==> src/rtl/fetch_pkg.sv <==
// Shared types for the instruction fetch unit: the {pc, inst} entry carried
// through the fetch buffers.
package fetch_pkg;

    localparam int ILEN = 32;

    typedef struct packed {
        logic [31:0]     pc;
        logic [ILEN-1:0] inst;
    } fetch_entry_t;

endpackage

==> src/rtl/fetch_fifo.sv <==
// Synchronous FIFO of fetch entries with a flush that empties it in one cycle.
// Push while full is accepted only together with a pop.
module fetch_fifo
    import fetch_pkg::*;
#(
    parameter int DEPTH = 2,
    localparam int CNT_W = $clog2(DEPTH) + 1
) (
    input  logic               clk,
    input  logic               reset_n,
    input  logic               flush,
    input  logic               push,
    input  fetch_entry_t       push_data,
    input  logic               pop,
    output fetch_entry_t       pop_data,
    output logic [CNT_W-1:0]   count,
    output logic               full,
    output logic               empty
);

    localparam int PTR_W = (DEPTH > 1) ? $clog2(DEPTH) : 1;

    fetch_entry_t     mem [DEPTH];
    logic [PTR_W-1:0] rd_ptr;
    logic [PTR_W-1:0] wr_ptr;
    logic             do_push;
    logic             do_pop;

    function automatic logic [PTR_W-1:0] next_ptr(input logic [PTR_W-1:0] ptr);
        if (ptr == PTR_W'(DEPTH - 1)) begin
            return '0;
        end
        return ptr + PTR_W'(1);
    endfunction

    assign full     = (count == CNT_W'(DEPTH));
    assign empty    = (count == '0);
    assign do_push  = push && (!full || pop);
    assign do_pop   = pop && !empty;
    assign pop_data = mem[rd_ptr];

    // Storage is cleared on reset so the head reads as zero before any push.
    always_ff @(posedge clk or negedge reset_n) begin
        if (!reset_n) begin
            rd_ptr <= '0;
            wr_ptr <= '0;
            count  <= '0;
            for (int i = 0; i < DEPTH; i++) begin
                mem[i] <= '0;
            end
        end else if (flush) begin
            rd_ptr <= '0;
            wr_ptr <= '0;
            count  <= '0;
        end else begin
            if (do_push) begin
                mem[wr_ptr] <= push_data;
                wr_ptr      <= next_ptr(wr_ptr);
            end
            if (do_pop) begin
                rd_ptr <= next_ptr(rd_ptr);
            end
            case ({do_push, do_pop})
                2'b10:   count <= count + CNT_W'(1);
                2'b01:   count <= count - CNT_W'(1);
                default: count <= count;
            endcase
        end
    end

endmodule

==> src/rtl/fetch.sv <==
// Instruction fetch unit: owns the PC, issues in-order word reads under a
// credit limit, buffers responses for decode and squashes on redirect.
module fetch
    import fetch_pkg::*;
#(
    parameter logic [31:0] RESET_PC  = 32'h0000_0000,
    parameter int          BUF_DEPTH = 2
) (
    input  logic        clk,
    input  logic        reset_n,
    output logic        imem_req_valid,
    input  logic        imem_req_ready,
    output logic [31:0] imem_req_addr,
    input  logic        imem_rsp_valid,
    input  logic [31:0] imem_rsp_data,
    output logic        inst_valid,
    input  logic        inst_ready,
    output logic [31:0] inst_raw,
    output logic [31:0] inst_pc,
    input  logic        redirect_valid,
    input  logic [31:0] redirect_pc
);

    localparam int CNT_W = $clog2(BUF_DEPTH) + 1;

    logic [31:0]      pc;
    logic [CNT_W-1:0] drop_cnt;
    logic [CNT_W-1:0] outstanding;
    logic [CNT_W-1:0] buf_count;
    logic [CNT_W:0]   in_use;
    logic             req_fire;
    logic             tag_full;
    logic             tag_empty;
    logic             tag_push;
    logic             tag_pop;
    fetch_entry_t     tag_in;
    fetch_entry_t     tag_head;
    logic             buf_full;
    logic             buf_empty;
    logic             buf_push;
    logic             buf_pop;
    fetch_entry_t     buf_in;
    fetch_entry_t     buf_head;

    // Credits cover both in-flight requests and buffered words, so a response
    // always has a free buffer slot waiting for it.
    assign in_use         = {1'b0, outstanding} + {1'b0, buf_count};
    assign imem_req_valid = !redirect_valid && (in_use < (CNT_W + 1)'(BUF_DEPTH));
    assign imem_req_addr  = pc;
    assign req_fire       = imem_req_valid && imem_req_ready;

    assign tag_push = req_fire && !tag_full;
    assign tag_pop  = imem_rsp_valid && !tag_empty;
    assign tag_in   = '{pc: pc, inst: '0};

    assign buf_pop  = inst_valid && inst_ready && !redirect_valid;
    assign buf_push = imem_rsp_valid && !redirect_valid && (drop_cnt == '0)
                      && (!buf_full || buf_pop);

    always_comb begin
        buf_in      = tag_head;
        buf_in.inst = imem_rsp_data;
    end

    assign inst_valid = !buf_empty;
    assign inst_raw   = buf_head.inst;
    assign inst_pc    = buf_head.pc;

    fetch_fifo #(.DEPTH(BUF_DEPTH)) u_tag_q (
        .clk       (clk),
        .reset_n   (reset_n),
        .flush     (1'b0),
        .push      (tag_push),
        .push_data (tag_in),
        .pop       (tag_pop),
        .pop_data  (tag_head),
        .count     (outstanding),
        .full      (tag_full),
        .empty     (tag_empty)
    );

    fetch_fifo #(.DEPTH(BUF_DEPTH)) u_inst_buf (
        .clk       (clk),
        .reset_n   (reset_n),
        .flush     (redirect_valid),
        .push      (buf_push),
        .push_data (buf_in),
        .pop       (buf_pop),
        .pop_data  (buf_head),
        .count     (buf_count),
        .full      (buf_full),
        .empty     (buf_empty)
    );

    // Redirect wins over everything: every response still owed by memory for
    // the old stream is counted off and discarded as it arrives.
    always_ff @(posedge clk or negedge reset_n) begin
        if (!reset_n) begin
            pc       <= RESET_PC;
            drop_cnt <= '0;
        end else if (redirect_valid) begin
            pc       <= redirect_pc;
            drop_cnt <= outstanding - CNT_W'(imem_rsp_valid);
        end else begin
            if (req_fire) begin
                pc <= pc + 32'd4;
            end
            if (imem_rsp_valid && (drop_cnt != '0)) begin
                drop_cnt <= drop_cnt - CNT_W'(1);
            end
        end
    end

endmodule

==> config.mk <==
export PLATFORM = sky130hd
export DESIGN_NAME = fetch
export DESIGN_NICKNAME = d
export VERILOG_FILES = /design/src/rtl/fetch_pkg.sv /design/src/rtl/fetch_fifo.sv /design/src/rtl/fetch.sv
export SDC_FILE = /design/constraint.sdc
export NUM_CORES = 1
export LEC_CHECK = 0
export ABC_AREA = 1
export BUFFER_PORTS_ARGS = -buffer_cell sky130_fd_sc_hd__buf_2
export CORE_MARGIN = 4
export CORE_UTILIZATION = 50
export CTS_CLUSTER_DIAMETER = 80
export DETAILED_ROUTE_END_ITERATION = 6
export PLACE_DENSITY = 0.7
export RECOVER_POWER = 100
export SYNTH_ARGS = -nofsm -noshare
export SYNTH_HDL_FRONTEND = slang
export SYNTH_HIERARCHICAL = 1
export SYNTH_SLANG_ARGS = --single-unit
==> constraint.sdc <==
create_clock -name clk -period 3.5 [get_ports clk]
set_input_delay 0.35 -clock clk [delete_from_list [all_inputs] [get_ports clk]]
set_output_delay 0.35 -clock clk [all_outputs]
set_load 0.03 [all_outputs]
==> results of run 1 <==
## path summary, 6_finish.rpt
kind	start	end	slack (ns)	depth (start not counted)
setup / recovery	u_inst_buf/rd_ptr	inst_pc[16]	0.51	4
hold / removal	redirect_pc[0]	imem_req_addr[0]	0.04	3
setup reg to reg	u_tag_q/count[0]	u_tag_q/mem[62]	0.61	10
hold reg to reg	u_inst_buf/mem[45]	u_inst_buf/mem[45]	0.48	2
max in group asynchronous	reset_n	u_tag_q/mem[96]	0.94	3
min in group asynchronous	reset_n	u_inst_buf/mem[24]	1.07	2
## what timing repair did
item,CTS,global route
setup endpoints to repair,0,0
hold endpoints to repair,90,0
hold buffers,1,0
## stage by stage
step,instances,setup WS [ns]
floorplan,1468,0.588
global placement,1897,0.728
detailed placement,1897,0.662
CTS,1940,0.628
global route,1940,0.303
finish,1940,0.508
## per-layer routing
metal  wire length (µm)  share of wire [%]  vias to the layer above
met5                  0                  0                        -
li1                   -                  -                     4831
met1              13500                 50                     4428
met4                401                1.5                        0
met2              11800                 44                      222
met3               1340                5.0                       31
## worst register-to-register path, stage by stage, from the launching register on
cell	delay [ns]
sky130_fd_sc_hd__dfrtp_1	0.46
sky130_fd_sc_hd__nand2_1	0.10
sky130_fd_sc_hd__inv_1	0.05
sky130_fd_sc_hd__fa_1	0.47
sky130_fd_sc_hd__nor3_2	0.20
sky130_fd_sc_hd__nand2_1	0.30
sky130_fd_sc_hd__nor2_1	0.49
sky130_fd_sc_hd__nand4_4	0.13
sky130_fd_sc_hd__buf_4	0.33
sky130_fd_sc_hd__nand2_1	0.14
sky130_fd_sc_hd__o21ai_0	0.09
## flip-flops by register name, indices dropped and copies added, names as in the netlist
name,count
u_inst_buf/mem,128
u_tag_q/mem,64
imem_req_addr,32
drop_cnt,2
u_inst_buf/count,2
u_tag_q/count,2
u_inst_buf/rd_ptr,1
u_inst_buf/wr_ptr,1
u_tag_q/rd_ptr,1
u_tag_q/wr_ptr,1
## final cells by class
class                           instances  area, µm²
Sequential cell                       234       5860
Fill cell                            2564      11300
Inverter                              152        571
Tap cell                              324        405
Clock inverter                          5       55.1
Clock buffer                           37        723
Timing Repair Buffer                  188        875
Multi-Input combinational cell       1000       4490
## power by group through the flow
stage / sequential (W) / clock, W / combinational, W
after floorplan: 0.00428 / 0 / 0.00316
after detailed placement: 0.00421 / 0 / 0.00439
after global placement: 0.00419 / 0 / 0.00431
after global routing: 0.00430 / 0.00271 / 0.00426
after CTS: 0.00417 / 0.00260 / 0.00441
final: 0.00418 / 0.00251 / 0.00376
==> results.yml, run 1 <==
status:
  run_status: "finished with violations"
  failed_checks: "max-capacitance violations, max-slew violations"
power:
  internal-power_w: 0.00607
  static-leakage-power_nw: 6.62
  swShare_pct: 41.9
  power.density_cell_area_mw_per_mm2: 806
  power.share.clock_pct: 24.0
  total_power_w: 0.0105
  ir_worst_vdd_uv: 413
  net-switching-power_w: 0.00438
  pwr-share-seq_pct: 40.0
  p_comb_share_pct: 36.0
drt:
  drc_errors: 0
  drt_pre_antenna_iters: 5
  drt_first_iter_violations: 662
  via_count: 9512
  route.detailed.wl_per_inst_um: 13.9
  vias_per_cell: 4.90
  drt.antenna.violating_nets: 0
  detail_route.wirelength_um: 27100
clock_network:
  worst_setup_hold_path_clk_slew_ns: 0.06
  tritoncts_clock_tree: "built"
  clk-insertion-delay-late_ns: 0.51
  cts_setup_buffers: 0
  cts_htree_levels: 1
  cts.sink_count: 234
  ctsLongestPathBuffers: 3
  cts_inserted_buffers: 26
  post_cts.resized_instances: 0
  cts_root_buf: "sky130_fd_sc_hd__clkbuf_16"
die:
  std_cell_rows: 57
  initial_core_util_pct: 50.7
  ios: 168
  die_area_mm2: 0.0271
  die_x_extent_um: 165
  placeableCoreArea_mm2: 0.0242
  die_ht_um: 165
synth:
  yosysWarningCount: 6
  synthesis.instances: 1465
  syn-cell-area_mm2: 0.0123
  avgSynthCellArea_um2: 8.38
critical_path:
  crit_path_end_kind: "output pin"
  crit_path_kind: "reg2out"
  timing.critical_path.slowest_cell_delay_ns: 1.08
  cpLargestDelayFamily: "buffers and inverters"
  critical_path_arrival_ns: 2.64
  cp.required_ns: 3.15
  crit_buf_inv: 2
  worst_setup_path_start_kind: "flip-flop"
  cp_common_cell: "sky130_fd_sc_hd__nand2_1"
  crit_path_top_delay_cell: "sky130_fd_sc_hd__clkbuf_2"
  timing.critical_path.cells: "clkbuf_2, nand2_1, nand2_1, clkbuf_1"
  critPathMaxFanout: 64
timing:
  fin_setup_tns_ns: 0
  rsz0062_at_grt: "no"
  fin_crit_ns: 2.99
  hold_ws_ns: 0.0413
  tightest_slew_ns: 2.36
  hold_violations: 0
  maxClockFrequency_mhz: 334
  finalCritPeriodShare_pct: 85.5
  relSlewSlack_pct: -57.6
  timing_max_transition_violations_final: 94
  setup_viol: 0
  fin_worst_skew_ns: 0.00894
placement:
  place.gp.congestion: 0.819
  place.detailed.hpwl_um: 18100
  place_area_mm2: 0.0131
  port-buffer-count: 167
grt:
  groute.usage.overall_pct: 19.9
  most_crowded_layer_gr: "met2"
  grt_use_met3_pct: 2.42
  largest_net_degree_at_the_start_of_global_routing: 95
  first_global_vias: 9123
  initial_antenna_violation_count: 0
  grt_first_pass_wirelength_um: 45000
  groute.layer.met2.usage_pct: 31.1
  grt_remaining_overflow: 0
  gr-usage-met1_pct: 30.0
cells_and_area:
  layout_commonest_cell: "sky130_fd_sc_hd__nand2_1"
  post_route_cells_drive_above_1_share_pct: 10.0
  final_core_util_pct: 53.5
  syn2layout_area_growth_pct: 5.65
  num-nets-final: 1676
  n_antenna_cell: 0
  final_design_area_no_fill_mm2: 0.0130
  most-common-layout-cells: "sky130_fd_sc_hd__nand2_1 (619), sky130_fd_sc_hd__dfrtp_1 (233), sky130_fd_sc_hd__o21ai_0 (192)"
job:
  cap_violations: 2
worst_hold_path:
  hold_class: "in2reg"
No activity file was read; power rests on OpenSTA's default activity.
==> run 2, diff against run 1 <==
- CTS_CLUSTER_SIZE: default -> 8
- REMOVE_ABC_BUFFERS: default -> 1
==> results.yml, run 2 (synthesized netlist as in run 1, its figures left out) <==
cells_and_area:
  most-common-layout-cells: "sky130_fd_sc_hd__nand2_1 (619), sky130_fd_sc_hd__dfrtp_1 (234), sky130_fd_sc_hd__o21ai_0 (195)"
  layout.filler_cells: 2533
  register_with_the_most_flip_flops: "u_inst_buf/mem"
  post_route_cells_drive_above_1_share_pct: 11.6
  num-nets-final: 1683
  syn2layout_area_growth_pct: 7.14
  largest_reg_flops: 128
  layout_commonest_cell: "sky130_fd_sc_hd__nand2_1"
  n_antenna_cell: 0
timing:
  fin_crit_ns: 3.14
  fin_setup_tns_ns: 0
  tightest_slew_ns: 1.71
  relSlewSlack_pct: -14.0
  maxClockFrequency_mhz: 319
  rsz0062_at_grt: "no"
  fin_worst_skew_ns: 0.0207
  finalCritPeriodShare_pct: 89.6
  setup_viol: 0
  timing_max_transition_violations_final: 125
  hold_violations: 0
status:
  failed_checks: "max-capacitance violations, max-slew violations"
  run_status: "finished with violations"
placement:
  place.gp.congestion: 0.838
  port-buffer-count: 167
  place.detailed.hpwl_um: 18700
die:
  ios: 168
  die_area_mm2: 0.0271
  std_cell_rows: 57
  initial_core_util_pct: 50.7
  die_ht_um: 165
  placeableCoreArea_mm2: 0.0242
  die_x_extent_um: 165
clock_network:
  clk-insertion-delay-late_ns: 0.50
  cts.sink_count: 234
  cts_htree_levels: 2
  ctsLongestPathBuffers: 3
  cts_setup_buffers: 0
  post_cts.resized_instances: 0
  tritoncts_clock_tree: "built"
  worst_setup_hold_path_clk_slew_ns: 0.05
  cts_inserted_buffers: 35
  ctsHoldBuffers: 1
  cts_root_buf: "sky130_fd_sc_hd__clkbuf_16"
critical_path:
  cells_on_worst_reg2reg_path: 8
  worstSetupEndpoint: "inst_pc[19]"
  crit_path_kind: "reg2out"
  crit_path_end_kind: "output pin"
  critical_path.reg2reg.startpoint: "u_tag_q/count[0]"
  timing.critical_path.from: "u_inst_buf/rd_ptr"
  regToRegEndpoint: "imem_req_addr[7]"
  critical_path_arrival_ns: 2.79
  regToRegSetupSlack_ns: 0.52
  worst_setup_path_start_kind: "flip-flop"
  critPathMaxFanout: 58
  cp.required_ns: 3.15
grt:
  grt_first_pass_wirelength_um: 47500
  largest_net_degree_at_the_start_of_global_routing: 129
  initial_antenna_violation_count: 0
  first_global_vias: 9437
  grt_remaining_overflow: 0
  groute.usage.overall_pct: 21.5
drt:
  drc_errors: 0
  vias_per_cell: 4.97
  drt_first_iter_violations: 705
  drt_pre_antenna_iters: 5
  detail_route.wirelength_um: 28900
  via_count: 9626
  route.detailed.wl_per_inst_um: 14.9
  drt.antenna.violating_nets: 0
job:
  cap_violations: 1
power:
  power.density_cell_area_mw_per_mm2: 827
  static-leakage-power_nw: 6.80
  total_power_w: 0.0109
  ir_worst_vdd_uv: 399
worst_hold_path:
  hold_class: "in2reg"
[run 2: metrics by stage]
step / cells / area [µm²] / worst slack [ns] / hold slack [ns] / utilization (%)
global placement: 1895 / 13000 / 0.803 / 0.464 / 53.8
floorplan: 1386 / 11600 / 0.114 / 0.0544 / -
global route: 1936 / 13200 / 0.234 / 0.0567 / 54.3
detailed placement: 1895 / 13000 / 0.707 / 0.467 / 53.8
CTS: 1936 / 14000 / 0.683 / 0.0438 / 57.6
finish: 1936 / 13200 / 0.365 / 0.0633 / 54.3
[run 2: final cells by class]
class	instances	area [µm²]	share of cell area, %
sequential	234	5860	44.5
multi-input combinational	1000	4490	34.1
timing repair buffer	186	925	7.03
clock buffer	36	880	6.68
inverter	152	571	4.34
tap	324	405	3.08
clock inverter	4	35.0	0.266
[run 2: worst max-delay path, cell delays in order (launching register included)]
cell and delay [ns]:
sky130_fd_sc_hd__dfrtp_1 0.58, sky130_fd_sc_hd__clkbuf_2 1.10, sky130_fd_sc_hd__nand2_1 0.10, sky130_fd_sc_hd__nand2_1 0.12
sky130_fd_sc_hd__clkbuf_1 0.35
[run 2: how the worst min path moves through the flow]
stage / start / endpoint / slack (ns) / cells after the start
floorplan: reset_n / drop_cnt[0] / 0.05 / 0
global placement: u_inst_buf/mem[10] / u_inst_buf/mem[10] / 0.46 / 2
detailed placement: u_inst_buf/mem[18] / u_inst_buf/mem[18] / 0.47 / 2
CTS: redirect_pc[0] / imem_req_addr[0] / 0.04 / 3
global route: redirect_pc[1] / imem_req_addr[1] / 0.06 / 3
finish: redirect_pc[0] / imem_req_addr[0] / 0.06 / 3
[run 2: power by group]
part           internal [W]  switching (W)
Clock               0.00177        0.00112
Combinational       0.00108        0.00270
Sequential          0.00355       0.000671
[run 2: layer usage]
metal	up-vias	wire length (µm)	track usage, %
met4	0	660	6.24
met3	47	1410	3.52
li1	4831	-	-
met2	223	13500	35.7
met1	4525	13300	29.3
met5	-	0	0
==> run 3, diff against run 2 <==
- CELL_PAD_IN_SITES_DETAIL_PLACEMENT: default -> 1
- CELL_PAD_IN_SITES_GLOBAL_PLACEMENT: default -> 1
- CORE_UTILIZATION: 50 -> 45
- PLACE_DENSITY: 0.7 -> 0.81
==> results.yml, run 3 (synthesized netlist as in run 1, its figures left out) <==
clock_network:
  cts.sink_count: 234
  cts_htree_levels: 2
  post_cts.resized_instances: 0
  worst_setup_hold_path_clk_slew_ns: 0.05
  cts_inserted_buffers: 35
  tritoncts_clock_tree: "built"
  ctsLongestPathBuffers: 3
  cts_root_buf: "sky130_fd_sc_hd__clkbuf_16"
  clk-insertion-delay-late_ns: 0.51
timing:
  timing_max_transition_violations_final: 119
  hold_violations: 0
  tightest_slew_ns: 2.29
  fin_worst_skew_ns: 0.0174
  finalCritPeriodShare_pct: 87.5
  fin_crit_ns: 3.06
  relSlewSlack_pct: -52.9
  rsz0062_at_grt: "no"
  fin_setup_tns_ns: 0
  setup_viol: 0
  maxClockFrequency_mhz: 327
  setup_slack_ns: 0.437
cells_and_area:
  syn2layout_area_growth_pct: 7.24
  n_antenna_cell: 0
  num-nets-final: 1681
  most-common-layout-cells: "sky130_fd_sc_hd__nand2_1 (619), sky130_fd_sc_hd__dfrtp_1 (233), sky130_fd_sc_hd__o21ai_0 (200)"
  register_with_the_most_flip_flops: "u_inst_buf/mem"
  layout_commonest_cell: "sky130_fd_sc_hd__nand2_1"
  largest_reg_flops: 128
  final_core_util_pct: 49.0
  final_design_area_no_fill_mm2: 0.0132
  post_route_cells_drive_above_1_share_pct: 11.0
placement:
  place_area_mm2: 0.0130
  post-place-ws_ns: 0.745
  place.gp.congestion: 0.820
  place.detailed.hpwl_um: 21600
  port-buffer-count: 167
critical_path:
  cells_on_worst_reg2reg_path: 8
  crit_path_kind: "reg2reg"
  timing.critical_path.from: "u_tag_q/count[0]"
  worstSetupEndpoint: "imem_req_addr[20]"
  crit_path_end_kind: "flip-flop"
  regToRegEndpoint: "imem_req_addr[20]"
  worst_setup_path_start_kind: "flip-flop"
  critical_path_arrival_ns: 3.48
  cp.required_ns: 3.92
  critical_path.reg2reg.startpoint: "u_tag_q/count[0]"
  regToRegSetupSlack_ns: 0.44
  critPathMaxFanout: 31
drt:
  drt.antenna.violating_nets: 0
  drt_first_iter_violations: 616
  route.detailed.wl_per_inst_um: 17.2
  vias_per_cell: 5.13
  drt_pre_antenna_iters: 5
  drc_errors: 0
  via_count: 10000
  detail_route.wirelength_um: 33500
power:
  ir_worst_vdd_uv: 422
  power.density_cell_area_mw_per_mm2: 843
  total_power_w: 0.0111
  static-leakage-power_nw: 6.76
die:
  die_x_extent_um: 173
  ios: 168
  std_cell_rows: 60
  initial_core_util_pct: 45.7
  placeableCoreArea_mm2: 0.0269
  die_area_mm2: 0.0300
  die_ht_um: 173
grt:
  initial_antenna_violation_count: 0
  grt_remaining_overflow: 0
  first_global_vias: 10900
  grt_first_pass_wirelength_um: 55700
  groute.usage.overall_pct: 22.3
  largest_net_degree_at_the_start_of_global_routing: 130
job:
  cap_violations: 2
status:
  failed_checks: "max-capacitance violations, max-slew violations"
  run_status: "finished with violations"
worst_hold_path:
  hold_class: "in2reg"
-- run 3: how the worst min path moves through the flow --
stage                    startpoint             endpoint  slack, ns  depth (start not counted)
detailed placement          reset_n  u_inst_buf/mem[121]       0.41                          1
CTS                  redirect_pc[0]     imem_req_addr[0]       0.03                          3
global placement            reset_n   u_inst_buf/mem[57]       0.41                          1
finish               redirect_pc[0]     imem_req_addr[0]       0.05                          3
floorplan                   reset_n          drop_cnt[0]       0.05                          0
global route        redirect_pc[11]    imem_req_addr[11]       0.06                          3
-- run 3: per-layer routing --
metal | up-vias | wire length (µm) | global-route usage (%)
met5 | - | 0 | 0
met4 | 0 | 842 | 6.58
met3 | 56 | 1350 | 3.88
met2 | 210 | 16400 | 38.4
met1 | 4926 | 14900 | 29.1
li1 | 4817 | - | -
-- run 3: where the power goes --
| group | switching, W | internal (W) |
|---|---|---|
| Clock | 0.00115 | 0.00182 |
| Sequential | 0.000716 | 0.00355 |
| Combinational | 0.00280 | 0.00107 |
| Total | 0.00467 | 0.00644 |
-- run 3: final cells by class --
type / count / area [µm²]
clock buffers: 37 / 905
well taps: 341 / 427
fillers: 3461 / 13700
flip-flops and latches: 234 / 5860
inverters: 152 / 571
repair buffers: 184 / 906
multi-input cells: 1000 / 4470
clock inverters: 3 / 33.8
-- run 3: critical path, cell delays in order (launching register included) --
cell and delay [ns]:
sky130_fd_sc_hd__dfrtp_1 0.46, sky130_fd_sc_hd__nand2_1 0.10, sky130_fd_sc_hd__inv_1 0.05, sky130_fd_sc_hd__fa_1 0.50, sky130_fd_sc_hd__nor2_1 0.06, sky130_fd_sc_hd__a21oi_2 0.11, sky130_fd_sc_hd__clkbuf_1 1.20, sky130_fd_sc_hd__a22oi_1 0.30
sky130_fd_sc_hd__nand2_1 0.18
-- run 3: timing repair --
action	in CTS	in global routing
endpoints found under the setup margin	0	0
hold buffers	1	0
setup buffers	0	0
endpoints found under the hold margin	83	0
-- run 3: metrics by stage --
| stage | instances | hold WS (ns) |
|---|---|---|
| floorplan | 1386 | 0.0544 |
| global placement | 1910 | 0.407 |
| detailed placement | 1910 | 0.409 |
| CTS | 1951 | 0.0333 |
| global route | 1951 | 0.0645 |
| finish | 1951 | 0.0496 |
